$ cat config.mk
export PLATFORM = sky130hd
export DESIGN_NAME = button_sync_reg
export DESIGN_NICKNAME = d
export VERILOG_FILES = /design/src/rtl/button_sync_pkg.sv /design/src/rtl/button_sync_reg_sync_chain.sv /design/src/rtl/button_sync_reg.sv
export SDC_FILE = /design/constraint.sdc
export NUM_CORES = 1
export LEC_CHECK = 0
export ABC_AREA = 1
export CAP_MARGIN = 20
export CORE_AREA = 2 2 39 41
export DETAILED_ROUTE_END_ITERATION = 16
export DIE_AREA = 0 0 41 43
export PLACE_DENSITY = 0.3
export RECOVER_POWER = 25
export SKIP_LAST_GASP = 1
export SLEW_MARGIN = 5
export SYNTH_ARGS = -nofsm -noshare
export SYNTH_HDL_FRONTEND = slang
export SYNTH_SLANG_ARGS = --single-unit
$ cat constraint.sdc
create_clock -name Clk -period 0.9 [get_ports Clk]
set_clock_uncertainty 0.05 [all_clocks]
set_input_delay 0.09 -clock Clk [delete_from_list [all_inputs] [get_ports Clk]]
set_output_delay 0.09 -clock Clk [all_outputs]
set_load 0.02 [all_outputs]
$ cat src/rtl/button_sync_pkg.sv
// ============================================================================
// button_sync_pkg
// ----------------------------------------------------------------------------
// Shared types and default parameter values for the push-button conditioning
// path (synchronizer -> optional debouncer -> one-shot pulse FSM).
//
// Contents:
//   state_t               2-bit FSM state encoding; code 3 is reserved and
//                         only reachable through an upset, never by design.
//   DEF_SYNC_STAGES       default depth of the input synchronizer (2..4)
//   DEF_DEBOUNCE_CYCLES   default debounce length; 0 bypasses the debouncer
// ============================================================================
package button_sync_pkg;

    typedef enum logic [1:0] {
        S_IDLE  = 2'd0,   // waiting for a press
        S_PULSE = 2'd1,   // the single cycle in which Bo is high
        S_HELD  = 2'd2,   // press already reported, waiting for release
        S_RSVD  = 2'd3    // unused code, recovers to S_IDLE
    } state_t;

    localparam int DEF_SYNC_STAGES     = 2;
    localparam int DEF_DEBOUNCE_CYCLES = 0;

endpackage : button_sync_pkg

$ cat src/rtl/button_sync_reg_sync_chain.sv
// ============================================================================
// sync_chain
// ----------------------------------------------------------------------------
// Generic multi-flop synchronizer for a single asynchronous level. The input
// is shifted through STAGES flops; q is the last flop of the chain, so q
// equals d delayed by STAGES rising edges of clk. All flops clear on srst.
// Intended for reuse on any other asynchronous board input.
//
// Parameters:
//   STAGES  number of flops in the chain (2..4 in practice, >=1 required)
//
// Ports:
//   clk   in  1  clock, all flops on posedge
//   srst  in  1  synchronous active-high reset, clears every stage
//   d     in  1  asynchronous input level
//   q     out 1  synchronized level (output of the last stage)
// ============================================================================
module sync_chain #(
    parameter int STAGES = 2
) (
    input  logic clk,
    input  logic srst,
    input  logic d,
    output logic q
);

    logic [STAGES-1:0] sync_q;
    logic [STAGES-1:0] sync_d;

    // Stage 0 captures the raw input; every later stage copies its predecessor.
    always_comb begin
        sync_d[0] = d;
        for (int i = 1; i < STAGES; i++) begin
            sync_d[i] = sync_q[i-1];
        end
    end

    always_ff @(posedge clk) begin
        if (srst) begin
            sync_q <= '0;
        end else begin
            sync_q <= sync_d;
        end
    end

    assign q = sync_q[STAGES-1];

endmodule : sync_chain

$ cat src/rtl/button_sync_reg.sv
// ============================================================================
// button_sync_reg
// ----------------------------------------------------------------------------
// Converts an asynchronous push-button level into exactly one clock-wide
// pulse per press. Path:
//   Bis -> sync_chain (SYNC_STAGES flops) -> Bi_raw
//       -> debouncer (skipped when DEBOUNCE_CYCLES == 0) -> Bi
//       -> 3-state Moore FSM -> Bo
// A press held for any length yields one pulse; Bi must return to 0 before
// another pulse can be produced.
//
// Parameters:
//   SYNC_STAGES      synchronizer depth, legal range 2..4
//   DEBOUNCE_CYCLES  consecutive cycles Bi_raw must disagree with Bi before
//                    Bi follows it; 0 removes the debouncer entirely
//
// Ports (order kept for legacy positional hookups):
//   Clk  in  1  system clock, all logic on posedge
//   Bis  in  1  raw button level, asynchronous, 1 = pressed
//   Bo   out 1  one-cycle press pulse, straight from a flop
//   Rst  in  1  synchronous active-high reset, overrides everything
// ============================================================================
module button_sync_reg
    import button_sync_pkg::*;
#(
    parameter int SYNC_STAGES     = DEF_SYNC_STAGES,
    parameter int DEBOUNCE_CYCLES = DEF_DEBOUNCE_CYCLES
) (
    input  logic Clk,
    input  logic Bis,
    output logic Bo,
    input  logic Rst
);

    logic   bi_raw;   // synchronized button level
    logic   bi;       // filtered level seen by the FSM
    state_t state_q;
    state_t state_d;
    logic   bo_q;
    logic   bo_d;

    // ------------------------------------------------------------------------
    // Synchronizer
    // ------------------------------------------------------------------------
    sync_chain #(
        .STAGES (SYNC_STAGES)
    ) u_sync (
        .clk  (Clk),
        .srst (Rst),
        .d    (Bis),
        .q    (bi_raw)
    );

    // ------------------------------------------------------------------------
    // Debouncer
    // ------------------------------------------------------------------------
    if (DEBOUNCE_CYCLES == 0) begin : g_no_debounce

        assign bi = bi_raw;

    end else begin : g_debounce

        localparam int                CNT_W    = $clog2(DEBOUNCE_CYCLES + 1);
        localparam logic [CNT_W-1:0] CNT_LAST = CNT_W'(DEBOUNCE_CYCLES - 1);

        logic [CNT_W-1:0] cnt_q;
        logic [CNT_W-1:0] cnt_d;
        logic             bi_q;
        logic             bi_d;

        // cnt_q holds how many consecutive earlier cycles bi_raw already
        // disagreed with bi_q. The cycle that would make it DEBOUNCE_CYCLES
        // accepts the new level instead of counting; any agreeing cycle
        // (a bounce back) clears the count.
        always_comb begin
            cnt_d = '0;
            bi_d  = bi_q;
            if (bi_raw != bi_q) begin
                if (cnt_q == CNT_LAST) begin
                    bi_d = bi_raw;
                end else begin
                    cnt_d = cnt_q + CNT_W'(1);
                end
            end
        end

        always_ff @(posedge Clk) begin
            if (Rst) begin
                cnt_q <= '0;
                bi_q  <= 1'b0;
            end else begin
                cnt_q <= cnt_d;
                bi_q  <= bi_d;
            end
        end

        assign bi = bi_q;

    end

    // ------------------------------------------------------------------------
    // One-shot FSM
    // ------------------------------------------------------------------------
    always_comb begin
        state_d = state_q;
        case (state_q)
            S_IDLE:  state_d = bi ? S_PULSE : S_IDLE;
            S_PULSE: state_d = bi ? S_HELD  : S_IDLE;
            S_HELD:  state_d = bi ? S_HELD  : S_IDLE;
            default: state_d = S_IDLE;   // reserved code, recover
        endcase
        // Bo is decoded from the next state and registered alongside it, so
        // it is high exactly while state_q is S_PULSE and never glitches.
        bo_d = (state_d == S_PULSE);
    end

    always_ff @(posedge Clk) begin
        if (Rst) begin
            state_q <= S_IDLE;
            bo_q    <= 1'b0;
        end else begin
            state_q <= state_d;
            bo_q    <= bo_d;
        end
    end

    assign Bo = bo_q;

endmodule : button_sync_reg

==> impl_metrics.py, run 1 <==
metrics = {
    "timing": {
        "finalCriticalPeriod_ps": 869,
        "finalHoldViolCount": 0,
        "final_max_slew_viol_count": 0,
        "relSlewSlack": 0.928,
        "max_freq_mhz": 1150,
        "setup_viol": 0,
        "rsz0062_at_grt": "yes",
        "worst-slew-pin-transition_ps": 108,
        "period_share": 0.965,
    },
    "yosys": {
        "async_reset_ff_frac": 0,
        "netlist_top_cells_count": "6 x inv_1, 5 x dfxtp_1, 4 x nor2_1",
        "synth_top_cell_area_share": 0.556,
        "synth-edff-count": 0,
        "synth_nets": 26,
        "ys_seq_area_frac": 0.556,
        "post-synth-top-count-cell": "inv_1",
        "syn_area_per_cell_um2": 8.58,
        "synth-seq-cells": 5,
        "yosys_most_used_dff": "dfxtp_1",
        "synth_cell_types": 6,
        "yosys_warnings": 0,
        "ys_top_cells_by_area": "dfxtp_1 56%, ha_1 14%, inv_1 13%, nor2_1 8.3%, nand2_1 6.3%",
        "syn_area_um2": 180,
        "synth_top_area_cell": "dfxtp_1",
        "syn_inst": 21,
    },
    "clocking": {
        "ctsHoldBuffers": 0,
        "htree_levels": 1,
        "root_buffer": "clkbuf_4",
        "clock_latency_ps": 240,
        "cts_buffers": 3,
        "clk_pin_slew_ps": 40,
        "cts_tree": "built",
        "clockBufferDepth": 2,
        "clock-sinks": 5,
    },
    "setup_path": {
        "cp.arrival_ps": 990,
        "timing.rr.end": "state_q[1]$_SDFF_PP0_",
        "critPathSlowestCell": "dfxtp_2",
        "crit_type": "reg2reg",
        "required_ps": 1030,
        "crit_fanout": 2,
        "critPathLaunchType": "register",
        "reg2reg_depth": 4,
        "end_kind": "register",
        "path_cells": "inv_2 -> ha_4 -> nand2_2 -> nor2_1",
        "cp_slowest_stage_delay_ps": 330,
        "r2r-start": "state_q[0]$_SDFF_PP0_",
        "rrSetupSlack_ps": 30,
    },
    "global_routing": {
        "grt_pass1_vias": 127,
        "grt_util_all_layers": 0.0523,
        "grt_pass1_wl_um": 517,
        "antenna_found_initial": 0,
        "grt_overflow_total": 0,
        "grt_max_degree": 4,
    },
    "run": {
        "cap_violations": 0,
    },
    "final_layout": {
        "n_antenna_cell": 0,
        "fin_area_um2": 282,
        "final_layout_size_suffix_gt1_frac": 0.552,
        "nNetsFinal": 35,
        "final_util": 0.203,
        "syn_to_final_growth_pct": 56.2,
        "final_cells": 45,
    },
    "floorplan": {
        "row_count": 14,
        "die_w_um": 41,
        "die_h_um": 43,
        "ioPinCount": 4,
        "start_util": 0.130,
        "core_mm2": 0.00138,
        "die_area_mm2": 0.00176,
    },
    "power_and_ir_drop": {
        "power_switching_w": 0.000107,
        "cellInternalPower_w": 0.000415,
        "p_per_area_mw_per_mm2": 1850,
        "swShare": 0.205,
        "comb_power_share": 0.062,
        "vdd_ir_drop_max_mv": 0.588,
        "power.share.sequential": 0.445,
        "clockPowerShare": 0.493,
        "p_leak_nw": 0.134,
    },
    "drt": {
        "drc_errors": 0,
        "firstDrtPassIters": 1,
        "num_vias": 138,
        "viasPerCell": 3.07,
        "drt_iter0_drc": 0,
        "wl_per_cell_um": 6.73,
        "routed_wirelength_um": 303,
        "ant_nets": 0,
    },
    "hold_path": {
        "hold_end": "u_sync.sync_q[0]$_SDFF_PP0_",
        "hold_depth": 3,
        "hp-class": "in2reg",
        "min-delay-start": "Bis",
    },
    "place": {
        "place_inst": 41,
        "place_congestion": 0.631,
        "portBuffers": 3,
        "dp_hpwl_um": 196,
        "placed_area_um2": 238,
    },
    "outcome": {
        "outcome": "complete, no violations",
    },
}
cells by family (layout without fill, tap and decap cells):
family,Yosys count,after routing,share of synthesized area
buffers and inverters,6,14,0.125
adder cells (fa/ha/maj),2,2,0.139
flip-flops,5,5,0.556
AND/OR/NAND/NOR,8,8,0.181
worst max-delay path by stage:
stage	start	endpoint	slack [ps]
6_report	state_q[0]$_SDFF_PP0_	state_q[1]$_SDFF_PP0_	30
5_1_grt	state_q[1]$_SDFF_PP0_	state_q[0]$_SDFF_PP0_	-30
4_1_cts	state_q[0]$_SDFF_PP0_	state_q[0]$_SDFF_PP0_	6
3_5_place_dp	Bo$_SDFF_PP0_	Bo	-110
3_3_place_gp	Bo$_SDFF_PP0_	Bo	-110
2_1_floorplan	state_q[0]$_SDFF_PP0_	state_q[1]$_SDFF_PP0_	6
placed cells by master (no fill, tap or decap):
cell type / n
inv_2: 4
nor2_1: 4
dfxtp_1: 3
nand2_2: 3
clkbuf_4: 3
inv_1: 2
clkdlybuf4s50_1: 2
dfxtp_2: 2
nor2_2: 1
ha_4: 1
ha_1: 1
clkbuf_1: 1
buf_2: 1
buf_4: 1
what timing repair did:
item,in CTS,in global routing
buffers inserted,0,0
gates cloned,0,0
pin swaps,2,0
gates resized for setup,8,6
setup endpoints to repair,4,3
layout make-up:
cell class / count / area, um2
timing repair buffer: 4 / 32.5
inverter: 6 / 22.5
multi-input combinational: 10 / 77.6
fill: 154 / 1100
sequential: 5 / 103
clock buffer: 4 / 26.3
tap: 16 / 20.0
flip-flops by register name, summed over array words and instances (netlist names):
signal	flops
u_sync.sync_q	2
Bo	1
state_q	2
metal layers:
layer  part of all wire  global-route usage
met5                  0                   0
met4                  0              0.0600
met3               0.12              0.0471
met2               0.47              0.0500
met1               0.41              0.0581
power groups by stage:
| stage | clock network [W] | logic [W] | registers [W] |
|---|---|---|---|
| 4_1_cts | 0.000273 | 0.0000293 | 0.000231 |
| 5_1_grt | 0.000288 | 0.0000377 | 0.000233 |
| 3_5_place_dp | 0 | 0.0000285 | 0.000235 |
| 6_report | 0.000257 | 0.0000321 | 0.000232 |
| 2_1_floorplan | 0 | 0.00000951 | 0.000237 |
| 3_3_place_gp | 0 | 0.0000281 | 0.000235 |
worst max-delay path: cells and delay by family (launching register included):
kind / cells / cell delay (ps)
simple gates: 2 / 120
flops: 1 / 330
buf+inv: 1 / 40
fa+ha+maj: 1 / 260
metrics by stage:
stage | total power [W] | setup TNS [ps] | setup WS, ps | hold WS (ps)
6_report | 0.000522 | 0 | 31.4 | 321
3_3_place_gp | 0.000264 | -186 | -114 | 343
2_1_floorplan | 0.000246 | 0 | 5.88 | 111
3_5_place_dp | 0.000264 | -189 | -114 | 349
5_1_grt | 0.000558 | -73.7 | -28.4 | 359
4_1_cts | 0.000533 | 0 | 6.40 | 319
No activity file was read; power rests on OpenSTA's default activity.
==> run 2, diff against run 1 <==
REMOVE_ABC_BUFFERS = 1   (was unset)
==> results of run 2 <==
Same layout as run 1: the final DEF is identical, and so are final timing and power.
